$ cat src/rtl/systolic_feeder.sv
`default_nettype none
// ============================================================================
//  Module   : systolic_feeder
//  Purpose  : Input-side sequencer for a 4x4 weight-stationary systolic array.
//             Captures a 4x4 weight tile and pulses a one-cycle load strobe.
//             It then accepts activation vectors over valid/ready and drives
//             them diagonally skewed onto the array's four west-edge rows.
//             Row r lags row 0 by r cycles. After the last vector it drains
//             zeros until the skew pipeline is empty, then pulses done.
//  Ports    : clk, reset (async, active-high)
//             w_valid/w_ready/w_data  - weight tile handshake, [row][col]
//             weights, load           - registered tile and load strobe
//             in_valid/in_ready/in_vec/in_last - activation stream
//             row1_val..row4_val      - skewed west-edge array inputs
//             busy, done, vec_count   - status
//  Revision : 1.0 - initial release
// ============================================================================
module systolic_feeder #(
  parameter int WIDTH = 8
) (
  input  logic                        clk,
  input  logic                        reset,
  input  logic                        w_valid,
  output logic                        w_ready,
  input  logic [3:0][3:0][WIDTH-1:0]  w_data,
  output logic [3:0][3:0][WIDTH-1:0]  weights,
  output logic                        load,
  input  logic                        in_valid,
  output logic                        in_ready,
  input  logic [3:0][WIDTH-1:0]       in_vec,
  input  logic                        in_last,
  output logic [WIDTH-1:0]            row1_val,
  output logic [WIDTH-1:0]            row2_val,
  output logic [WIDTH-1:0]            row3_val,
  output logic [WIDTH-1:0]            row4_val,
  output logic                        busy,
  output logic                        done,
  output logic [15:0]                 vec_count
);

  typedef enum logic [2:0] {
    IDLE   = 3'd0,
    LOAD   = 3'd1,
    STREAM = 3'd2,
    DRAIN  = 3'd3,
    DONE   = 3'd4
  } state_t;

  state_t                       state_q, state_d;
  logic [3:0][3:0][WIDTH-1:0]   weights_q, weights_d;
  logic [15:0]                  vec_count_q, vec_count_d;
  logic [1:0]                   drain_cnt_q, drain_cnt_d;

  logic                         in_hs;
  logic [3:0][WIDTH-1:0]        push_vec;
  logic [3:0][WIDTH-1:0]        row_val;

  // --------------------------------------------------------------------------
  // Control: next state and Moore-style outputs. All handshake outputs are
  // decoded from the state register so that asynchronous reset drives them to
  // their reset values immediately.
  // --------------------------------------------------------------------------
  always_comb begin
    state_d     = state_q;
    weights_d   = weights_q;
    vec_count_d = vec_count_q;
    drain_cnt_d = drain_cnt_q;
    w_ready     = 1'b0;
    in_ready    = 1'b0;
    load        = 1'b0;
    busy        = 1'b1;
    done        = 1'b0;
    in_hs       = 1'b0;

    case (state_q)
      IDLE: begin
        w_ready = 1'b1;
        busy    = 1'b0;
        if (w_valid) begin
          weights_d   = w_data;
          vec_count_d = 16'd0;
          state_d     = LOAD;
        end
      end

      LOAD: begin
        load    = 1'b1;
        state_d = STREAM;
      end

      STREAM: begin
        in_ready = 1'b1;
        if (in_valid) begin
          in_hs = 1'b1;
          if (vec_count_q != 16'hFFFF) begin
            vec_count_d = vec_count_q + 16'd1;
          end
          // in_last only matters on an accepted vector
          if (in_last) begin
            drain_cnt_d = 2'd3;
            state_d     = DRAIN;
          end
        end
      end

      DRAIN: begin
        drain_cnt_d = drain_cnt_q - 2'd1;
        // three drain cycles flush the deepest (row 4) skew chain
        if (drain_cnt_q == 2'd1) begin
          state_d = DONE;
        end
      end

      DONE: begin
        done    = 1'b1;
        state_d = IDLE;
      end

      default: begin
        state_d = IDLE;
      end
    endcase
  end

  // Bubbles, drain and idle cycles all feed zeros: a zero activation leaves
  // the array's partial sums untouched.
  always_comb begin
    push_vec = '0;
    if (in_hs) begin
      push_vec = in_vec;
    end
  end

  always_ff @(posedge clk or posedge reset) begin
    if (reset) begin
      state_q     <= IDLE;
      weights_q   <= '0;
      vec_count_q <= 16'd0;
      drain_cnt_q <= 2'd0;
    end else begin
      state_q     <= state_d;
      weights_q   <= weights_d;
      vec_count_q <= vec_count_d;
      drain_cnt_q <= drain_cnt_d;
    end
  end

  // --------------------------------------------------------------------------
  // Skew pipeline: row r is a chain of r+1 registers, so element r of a vector
  // pushed at cycle t appears on the row output at cycle t+1+r. The chains
  // shift every cycle regardless of state.
  // --------------------------------------------------------------------------
  for (genvar r = 0; r < 4; r++) begin : g_row
    logic [r:0][WIDTH-1:0] pipe_q;
    logic [r:0][WIDTH-1:0] pipe_d;

    if (r == 0) begin : g_first
      always_comb begin
        pipe_d = push_vec[r];
      end
    end else begin : g_shift
      always_comb begin
        pipe_d = {pipe_q[r-1:0], push_vec[r]};
      end
    end

    always_ff @(posedge clk or posedge reset) begin
      if (reset) begin
        pipe_q <= '0;
      end else begin
        pipe_q <= pipe_d;
      end
    end

    assign row_val[r] = pipe_q[r];
  end

  assign row1_val  = row_val[0];
  assign row2_val  = row_val[1];
  assign row3_val  = row_val[2];
  assign row4_val  = row_val[3];
  assign weights   = weights_q;
  assign vec_count = vec_count_q;

endmodule
`default_nettype wire

$ cat config.mk
export PLATFORM = sky130hd
export DESIGN_NAME = systolic_feeder
export DESIGN_NICKNAME = d
export VERILOG_FILES = /design/src/rtl/systolic_feeder.sv
export SDC_FILE = /design/constraint.sdc
export NUM_CORES = 1
export LEC_CHECK = 0
export BUFFER_PORTS_ARGS = -buffer_cell sky130_fd_sc_hd__buf_2
export CORE_MARGIN = 3
export CORE_UTILIZATION = 49
export CTS_BUF_LIST = sky130_fd_sc_hd__clkbuf_4 sky130_fd_sc_hd__clkbuf_8
export CTS_CLUSTER_DIAMETER = 80
export DETAILED_ROUTE_END_ITERATION = 16
export GPL_TIMING_DRIVEN = 0
export PLACE_DENSITY = 0.78
export SYNTH_ARGS = -nofsm -noshare
export SYNTH_HDL_FRONTEND = slang
export SYNTH_SLANG_ARGS = --single-unit
$ cat constraint.sdc
create_clock -name clk -period 8.8 [get_ports clk]
set_clock_uncertainty 0.2 [all_clocks]
set_input_delay 1.32 -clock clk [delete_from_list [all_inputs] [get_ports clk]]
set_output_delay 1.32 -clock clk [all_outputs]
set_load 0.01 [all_outputs]
==> results.toml <==
[critical_path]
path_max_fanout = 10
cp-end-kind = "primary output"
cp.required_ns = 7.28
worstSetupPathType = "flip-flop to primary output"
cp.arrival_ns = 2.06
reg2reg_depth = 7
startpoint = "state_q[2]"
crit_path_start_kind = "flip-flop"
r2r-start = "vec_count[0]"

[layout]
area_delta_synth_final_pct = 33.83
fin_nets = 1084
final_util_pct = 68.34
drive_above_1_share_pct = 61.38
final_cell_mix = "354 x buf_2, 229 x dfrtp_1, 129 x mux2_2"
layout_commonest_cell = "buf_2"
design_area_mm2 = 0.01109

[drt]
drt_iter0_drc = 223
routed_wl_um = 20540
vias = 5785
drc = 0
first_pass_iters = 4
vias_per_cell = 4.996
drtAntennaViolNets = 0
wl_per_cell_um = 17.74

[logic_synthesis]
syn-mean-instance-area_um2 = 15.58
synth-seq-cells = 229
synth_top_area_cell = "dfrtp_1"
syn_nets = 699
synthTopCellsByArea = "dfrtp_1 69%, mux2_2 18%, and3_1 2.6%, a31oi_1 1.3%, buf_4 1.3%"
synth.top_cell.area_share_pct = 69.14
synth_top_flop_cell = "dfrtp_1"
yosysSeqAreaShare_pct = 69.14
synth_cells = 532
yosys_warnings = 0
yosysUniqueCellTypes = 41
synth-async-reset-ratio_pct = 100.0
synth_enable_flop_cells = 0
synth_area_mm2 = 0.008288

[clock_tree]
cts_buffer_depth = 3
post_cts_buffers = 0
cts_resized = 0
cts_buffers = 38
cts_max_level = 2
clkSinkCount = 229
path_clk_slew_ns = 0.06
clockRootBuffer = "clkbuf_8"
clock_latency_ns = 0.51
cts_tree = "built"
postCtsHoldBufs = 0

[global_route]
antenna_found_initial = 4
grt_overflow = 0
grt_pass1_wl_um = 30650
grt_max_degree = 117
grt_pass1_vias = 5784
grtUsageTotal_pct = 21.53

[worst_hold_path]
hold_path_class = "flip-flop to flip-flop"
hold_start = "g_row[1].pipe_d[13]"
holdPathStages = 0

[timing]
finalHoldViolCount = 0
grt_setup_unrepaired = "false"
slew_violations = 0
setup_violations = 0
tightestPinTransition_ns = 0.7904
fmax_mhz = 279.4
finalCritPeriodShare_pct = 40.68
slew_headroom_pct = 47.30
final.min_clock_period_ns = 3.580

[pwr]
power_uw = 3825
p_leak_uw = 0.005823
ir_worst_vdd_mv = 0.1947
powerDensity_mw_per_mm2 = 344.8

[floorplanning]
num_rows = 46
io_pins = 346
start_util_pct = 51.06
die_area_mm2 = 0.01851
die_w_um = 136.1
die_y_um = 136.1
core-area_mm2 = 0.01623

[place]
portBuffers = 344
gp_congestion = 0.8573
dpl_cell_area_mm2 = 0.01031
hpwlAfterDp_um = 15390

[status]
outcome = "completed"

[run]
maxCapViolCount = 0
-- critical path, stage by stage, from the launching register on --
cell and delay (ns):
dfrtp_1 0.35, buf_2 0.17, nand2b_1 0.23, nor2_2 0.19, buf_2 0.25, buf_4 0.22, buf_2 0.15
-- Yosys cell counts, types with 2 or more instances --
cell type and n:
buf_4 14, a31oi_1 17, a21oi_1 5, ha_1 2, clkbuf_1 7, buf_2 10
nand4_1 5, nand2_1 15, a41oi_1 5, o21ai_0 3, buf_6 3, or3_1 2
and4_2 4, nor3b_1 2, and3_1 35, nand2b_1 3, mux2_2 129, nor2_1 6
nand3_1 8, dfrtp_1 229, inv_1 8
-- kinds of logic (layout without fill, tap and decap cells) --
kind of cell	after synthesis	in the layout	synth area share, %
compound gates	42	42	3.744
buf+inv	43	451	3.019
simple gates	86	86	6.144
fa+ha+maj	2	2	0.3019
other cells	0	2	0
flops	229	229	69.14
mux	130	130	17.65
-- flip-flops by register name, summed over array words and instances (netlist names) --
| signal | count |
|---|---|
| drain_cnt_q | 2 |
| g_row.pipe_d | 48 |
| row1_val | 8 |
| row2_val | 8 |
| row3_val | 8 |
| row4_val | 8 |
| state_q | 3 |
| vec_count | 16 |
| weights | 128 |
-- cell type report --
cell class,instances,area [um2]
clock buffers,59,724.4
fillers,1237,5139
clock inverters,4,47.55
inverters,8,37.54
plain buffers,35,220.2
diodes,2,5.005
well taps,216,270.3
flip-flops and latches,229,5731
repair buffers,345,1749
multi-input cells,260,2307
-- per-layer routing --
layer  track usage (%)  part of all wire [%]  up-vias  routed length [um]
met5                 0                 0.093        -                  19
met4             7.951                   3.0        4                 606
met3             7.772                    10       45                2092
met2             37.64                    52      266               10600
met1             24.19                    35     2804                7222
li1                  -                     -     2666                   -
-- path summary, 6_finish.rpt --
check                                    end  slack [ns]
worst min register to register   row2_val[5]        0.14
worst max register to register  vec_count[7]        6.59
worst min-delay path             row2_val[5]        0.14
min in group asynchronous       vec_count[4]        0.78
worst max-delay path                in_ready        5.22
max in group asynchronous         weights[5]        6.62
-- through the flow --
| stage | cells | setup WS [ns] | hold slack [ns] | setup TNS [ns] |
|---|---|---|---|---|
| after detailed placement | 1093 | 5.745 | 0.1347 | 0 |
| after CTS | 1156 | 5.173 | 0.1401 | 0 |
| final | 1158 | 5.220 | 0.1444 | 0 |
| after global placement | 1092 | -1.413 | 0.1311 | -319.78 |
| after floorplan | 532 | 1.004 | 0.1312 | 0 |
| after global routing | 1158 | 5.067 | 0.1510 | 0 |
-- power by group --
part	total, uW	internal, uW	switching, uW	leakage (uW)
Clock	939	549	390	0.000410
Sequential	1620	1440	175	0.00288
Combinational	1270	620	648	0.00253
Power figures use the tool's default switching activity.
